<file path="config.mk">
export PLATFORM = sky130hd
export DESIGN_NAME = imem_loader
export DESIGN_NICKNAME = d
export VERILOG_FILES = /design/src/rtl/imem_loader.sv
export SDC_FILE = /design/constraint.sdc
export NUM_CORES = 1
export LEC_CHECK = 0
export ABC_AREA = 0
export CAP_MARGIN = 15
export CORE_MARGIN = 3
export CORE_UTILIZATION = 38
export DETAILED_ROUTE_END_ITERATION = 8
export PLACE_DENSITY_LB_ADDON = 0.08
export SYNTH_ARGS = -nofsm -noshare
export SYNTH_HDL_FRONTEND = slang
export SYNTH_SLANG_ARGS = --single-unit
export TNS_END_PERCENT = 30
</file>
<file path="constraint.sdc">
create_clock -name clk -period 3.9 [get_ports clk]
set_input_delay 0.39 -clock clk [delete_from_list [all_inputs] [get_ports clk]]
set_output_delay 0.39 -clock clk [all_outputs]
set_load 0.05 [all_outputs]
</file>
<file path="src/rtl/imem_loader.sv">
// Instruction-memory loader: frames a UART byte stream into LE 32-bit words.
// Ports: rx_* byte handshake in, wr_* memory write port, cpu_stall/load_*/words_loaded status.
module imem_loader #(
  parameter int          DEPTH          = 128,
  parameter logic [7:0]  HEADER         = 8'hA5,
  parameter int          TIMEOUT_CYCLES = 1_000_000
) (
  input  logic                       clk,
  input  logic                       rst,
  input  logic [7:0]                 rx_data,
  input  logic                       rx_valid,
  output logic                       rx_ready,
  output logic                       wr_en,
  output logic [$clog2(DEPTH)-1:0]   wr_addr,
  output logic [31:0]                wr_data,
  output logic                       cpu_stall,
  output logic                       load_done,
  output logic                       load_err,
  output logic [$clog2(DEPTH):0]     words_loaded
);

  localparam int AW = $clog2(DEPTH);
  localparam int TW = $clog2(TIMEOUT_CYCLES + 1);
  localparam logic [8:0]    DEPTH_B = 9'(DEPTH);
  localparam logic [TW-1:0] T_LAST  = TW'(TIMEOUT_CYCLES - 1);

  typedef enum logic [2:0] {
    S_IDLE, S_LEN, S_DATA, S_WR, S_CSUM, S_ERR
  } state_t;

  state_t        state_q;
  logic [AW:0]   n_q;
  logic [AW:0]   words_q;
  logic [1:0]    bidx_q;
  logic [23:0]   buf_q;
  logic [7:0]    csum_q;
  logic [TW-1:0] tcnt_q;
  logic          rx_ready_q;
  logic          wr_en_q;
  logic [AW-1:0] wr_addr_q;
  logic [31:0]   wr_data_q;
  logic          stall_q;
  logic          done_q;
  logic          err_q;

  logic accept;
  logic in_frame;
  logic abort;

  assign accept   = rx_valid && rx_ready_q;
  assign in_frame = (state_q == S_LEN) || (state_q == S_DATA) ||
                    (state_q == S_WR)  || (state_q == S_CSUM);

  // Every path into ERR: idle timeout, oversize LEN, checksum mismatch.
  always_comb begin
    abort = 1'b0;
    if (in_frame && !accept && tcnt_q == T_LAST)
      abort = 1'b1;
    if (state_q == S_LEN && accept && {1'b0, rx_data} > DEPTH_B)
      abort = 1'b1;
    if (state_q == S_CSUM && accept && rx_data != csum_q)
      abort = 1'b1;
  end

  always_ff @(posedge clk or posedge rst) begin
    if (rst) begin
      state_q    <= S_IDLE;
      n_q        <= '0;
      words_q    <= '0;
      bidx_q     <= '0;
      buf_q      <= '0;
      csum_q     <= '0;
      tcnt_q     <= '0;
      rx_ready_q <= 1'b1;
      wr_en_q    <= 1'b0;
      wr_addr_q  <= '0;
      wr_data_q  <= '0;
      stall_q    <= 1'b0;
      done_q     <= 1'b0;
      err_q      <= 1'b0;
    end else begin
      wr_en_q <= 1'b0;
      if (accept)
        tcnt_q <= '0;
      else if (in_frame)
        tcnt_q <= tcnt_q + TW'(1);

      if (abort) begin
        state_q    <= S_ERR;
        err_q      <= 1'b1;
        stall_q    <= 1'b0;
        rx_ready_q <= 1'b1;
      end else begin
        unique case (state_q)
          S_IDLE: begin
            if (accept && rx_data == HEADER) begin
              state_q <= S_LEN;
              stall_q <= 1'b1;
              done_q  <= 1'b0;
              err_q   <= 1'b0;
              words_q <= '0;
            end
          end
          S_LEN: begin
            if (accept) begin
              n_q     <= (rx_data == 8'd0) ? (AW+1)'(DEPTH)
                                           : (AW+1)'(rx_data);
              bidx_q  <= '0;
              csum_q  <= '0;
              state_q <= S_DATA;
            end
          end
          S_DATA: begin
            if (accept) begin
              csum_q <= csum_q ^ rx_data;
              buf_q  <= {rx_data, buf_q[23:8]};
              bidx_q <= bidx_q + 2'd1;
              if (bidx_q == 2'd3) begin
                // Write cycle: hold off the next byte so wr_en never repeats.
                wr_en_q    <= 1'b1;
                wr_addr_q  <= words_q[AW-1:0];
                wr_data_q  <= {rx_data, buf_q};
                words_q    <= words_q + (AW+1)'(1);
                rx_ready_q <= 1'b0;
                state_q    <= S_WR;
              end
            end
          end
          S_WR: begin
            rx_ready_q <= 1'b1;
            state_q    <= (words_q == n_q) ? S_CSUM : S_DATA;
          end
          S_CSUM: begin
            if (accept) begin
              done_q  <= 1'b1;
              stall_q <= 1'b0;
              state_q <= S_IDLE;
            end
          end
          S_ERR: begin
            state_q <= S_IDLE;
          end
          default: begin
            state_q <= S_IDLE;
          end
        endcase
      end
    end
  end

  assign rx_ready     = rx_ready_q;
  assign wr_en        = wr_en_q;
  assign wr_addr      = wr_addr_q;
  assign wr_data      = wr_data_q;
  assign cpu_stall    = stall_q;
  assign load_done    = done_q;
  assign load_err     = err_q;
  assign words_loaded = words_q;

endmodule

</file>
==> qor.csv <==
stage;metric;value;unit
outcome;status;complete, no violations;
clocking;clk_lat worst skew;400;ps
pwr;Worst IR Drop VDD;0.000275;V
floorplanning;Rows;42;
cells_and_area;post-route cell area;6620;um^2
placed_design;post-place setup slack;1120;ps
floorplanning;Initial Util;0.392;
timing;Final Cycle Share;0.626;
synth;FFs w/ async S/R, synth;1.00;
cells_and_area;number of nets in the layout;568;
clocking;Setup Buffers After CTS;0;
grt;first-pass GRT wire length;19.2;mm
detailed_routing;post-route DRC violation count;0;
detailed_routing;DRT Pass-1 Iters;4;
detailed_routing;Final ANT Viol Nets;0;
clocking;# H-tree levels;4;
synth;ys flop type;dfrtp_1;
placed_design;Placed Area;6040;um^2
placed_design;GP Congestion;0.827;
floorplanning;die area;15300;um^2
synth;FF+latch count, synth;117;
clocking;CTS resizes;0;
clocking;CTS clk-pin slew, worst paths;60;ps
timing;Final Hold Viols;0;
floorplanning;Die Wd;124;um
synth;Cells after Synth;495;
flow_run;number of max-cap violations;0;
worst_setup_path;critical path class;reg -> reg;
synth;post-synth cell types;53;
synth;Post-synth EDFFs;0;
cells_and_area;Syn-to-layout area delta;25.9;%
pwr;leakage power;3.12;nW
timing;final worst setup slack;1460;ps
detailed_routing;wire length per cell;15.6;um
pwr;Pwr Density;417;nW/um^2
grt;gr ovfl total;0;
synth;sequential fraction of the synthesis area;0.557;
floorplanning;Ports;63;
synth;Mapped Area;5260;um^2
cells_and_area;layout cells sized above 1;0.160;
clocking;total CTS buffers;17;
timing;min Tclk post-route;2440;ps
worst_setup_path;Data arrival, critical path;2730;ps
placed_design;post-DP HPWL;7.54;mm
detailed_routing;vias;3695;
worst_setup_path;Critical Path RT;4180;ps
detailed_routing;drt total wl;11.6;mm
floorplanning;core area;13400;um^2
clocking;hold buffer count at cts;0;
grt;antenna violations before repair;0;
detailed_routing;Avg Vias per Cell;4.97;
worst_setup_path;type of origin of the critical path;flop;
placed_design;IO Port Bufs;62;
synth;syn_nets;509;
timing;Final Slew Violations;0;
worst_setup_path;Crit Path Max Fanout;35;
clocking;CTS tree;built;
timing;Setup TNS;0;ps
clocking;Max Buffers Root-to-Sink;2;
worst_setup_path;CP Capture Type;flop;
grt;pin count of the biggest net entering global routing;61;
floorplanning;die height;124;um
timing;RSZ-0062 raised after global routing;no;
cells_and_area;Ant. Diodes;0;
synth;YS warnings;0;
clocking;TritonCTS Sinks;117;
hold_path;HP Class;reg -> reg;
timing;worst-margin pin slew;784;ps
timing;skew final;9.44;ps
timing;Setup violations, final;0;
timing;Slew headroom;0.477;
clocking;Root Buffer;clkbuf_16;
synth;synthesized area per cell;10.6;um^2
grt;vias in the first global route;3666;
detailed_routing;DRT iter0 DRCs;262;
grt;GRT Util Overall;0.163;
timing;max frequency;410;MHz
area by class of cell:
| cell class | instances | area, um^2 |
|---|---|---|
| tap | 176 | 220 |
| fill | 1228 | 6780 |
| multi-input combinational | 342 | 2190 |
| sequential | 117 | 2930 |
| timing repair buffer | 66 | 663 |
| inverter | 10 | 40.0 |
| clock buffer | 22 | 484 |
| clock inverter | 10 | 96.3 |
metrics by stage:
stage / utilization / power, W / instances / hold slack, ps
after floorplan: - / 0.00126 / 495 / 439
after global placement: 0.451 / 0.00129 / 711 / 454
after detailed placement: 0.451 / 0.00129 / 711 / 463
after CTS: 0.494 / 0.00279 / 743 / 477
after global routing: 0.494 / 0.00286 / 743 / 491
final: 0.494 / 0.00276 / 743 / 473
Yosys cell counts, types with 2 or more instances:
| cell type | instances | area share |
|---|---|---|
| nand3_1 | 10 | 0.0095 |
| xnor2_1 | 19 | 0.032 |
| o21ai_0 | 18 | 0.017 |
| nand3b_1 | 6 | 0.0086 |
| ha_1 | 3 | 0.0071 |
| or4_1 | 2 | 0.0029 |
| a21oi_1 | 6 | 0.0057 |
| buf_2 | 5 | 0.0048 |
| and4_1 | 3 | 0.0050 |
| inv_1 | 10 | 0.0071 |
| nand2_1 | 103 | 0.074 |
| nor3_1 | 8 | 0.0076 |
| nand4_1 | 11 | 0.013 |
| clkbuf_1 | 20 | 0.014 |
| o21ai_1 | 2 | 0.0019 |
| o21bai_1 | 2 | 0.0029 |
| o211ai_1 | 2 | 0.0029 |
| xor2_1 | 13 | 0.022 |
| or2_2 | 2 | 0.0024 |
| nor2_1 | 36 | 0.026 |
| nor4_1 | 6 | 0.0071 |
| and2_1 | 2 | 0.0024 |
| dfrtp_1 | 116 | 0.55 |
| mux2_1 | 2 | 0.0043 |
| o22ai_1 | 2 | 0.0024 |
| nor4_4 | 2 | 0.0081 |
| a211oi_1 | 2 | 0.0029 |
| or3_1 | 6 | 0.0071 |
| mux2_2 | 44 | 0.094 |
| nor2b_1 | 4 | 0.0048 |
| nand2b_1 | 6 | 0.0071 |
layer usage:
metal,GRT usage,share of wire,vias to the layer above,wire length (um)
li1,-,-,1811,-
met1,0.236,0.50,1802,5770
met2,0.238,0.45,69,5250
met3,0.0386,0.032,13,374
met4,0.0588,0.014,0,167
met5,0,0,-,0
worst max-delay path: stages, from the launching register on:
cell     delay [ps]
dfrtp_1         700
or3b_1          400
nor2_2           80
nand2_2         240
buf_4           470
mux2_2          390
path summary, 6_finish.rpt:
kind / start / end / slack [ps] / cells after the start
max: state_q[2] / wr_data[15] / 1460 / 5
min in group asynchronous: rst / wr_data[15] / 480 / 2
max in group asynchronous: rst / n_q[0] / 2640 / 3
min reg2reg: buf_q[3] / buf_q[3] / 470 / 2
max reg2reg: state_q[2] / wr_data[15] / 1460 / 5
min: buf_q[3] / buf_q[3] / 470 / 2
flip-flops by register name (all words and copies together), names as in the netlist, 3 cells and up:
signal and flops:
csum_q 8, n_q 8, state_q 3, tcnt_q 20
words_loaded 8, buf_q 24, wr_addr 7, wr_data 32
power breakdown:
group          internal [W]  switching (W)
sequential          0.00122              0
combinational     0.0000152      0.0000394
clock              0.000944       0.000548
total               0.00217       0.000587
cells by family (layout without fill, tap and decap cells):
kind of cell    count (synthesis)  in the layout  share of synthesized area
compound gates                 44             44                     0.0545
simple gates                  216            216                      0.200
flops                         117            117                      0.557
fa+ha+maj                       3              3                    0.00714
mux                            47             47                      0.100
xor+xnor                       32             32                     0.0533
buf+inv                        36            108                     0.0276
placed cells by master, fill, tap and decap left out, drive strengths merged, types with 2 or more instances in the layout:
cell type / count
a211oi: 2
a21oi: 6
and2: 2
and4: 3
buf: 4
clkbuf: 22
clkdlybuf4s50: 62
clkinv: 4
clkinvlp: 4
dfrtp: 116
ha: 3
inv: 11
mux2: 46
nand2: 103
nand2b: 6
nand3: 10
nand3b: 6
nand4: 11
nor2: 37
nor2b: 4
nor3: 8
nor4: 8
o211ai: 2
o21ai: 20
o21bai: 3
o22ai: 2
or2: 2
or3: 6
or4: 4
xnor2: 19
xor2: 13
Note: power is estimated with default switching activity, not from simulation.
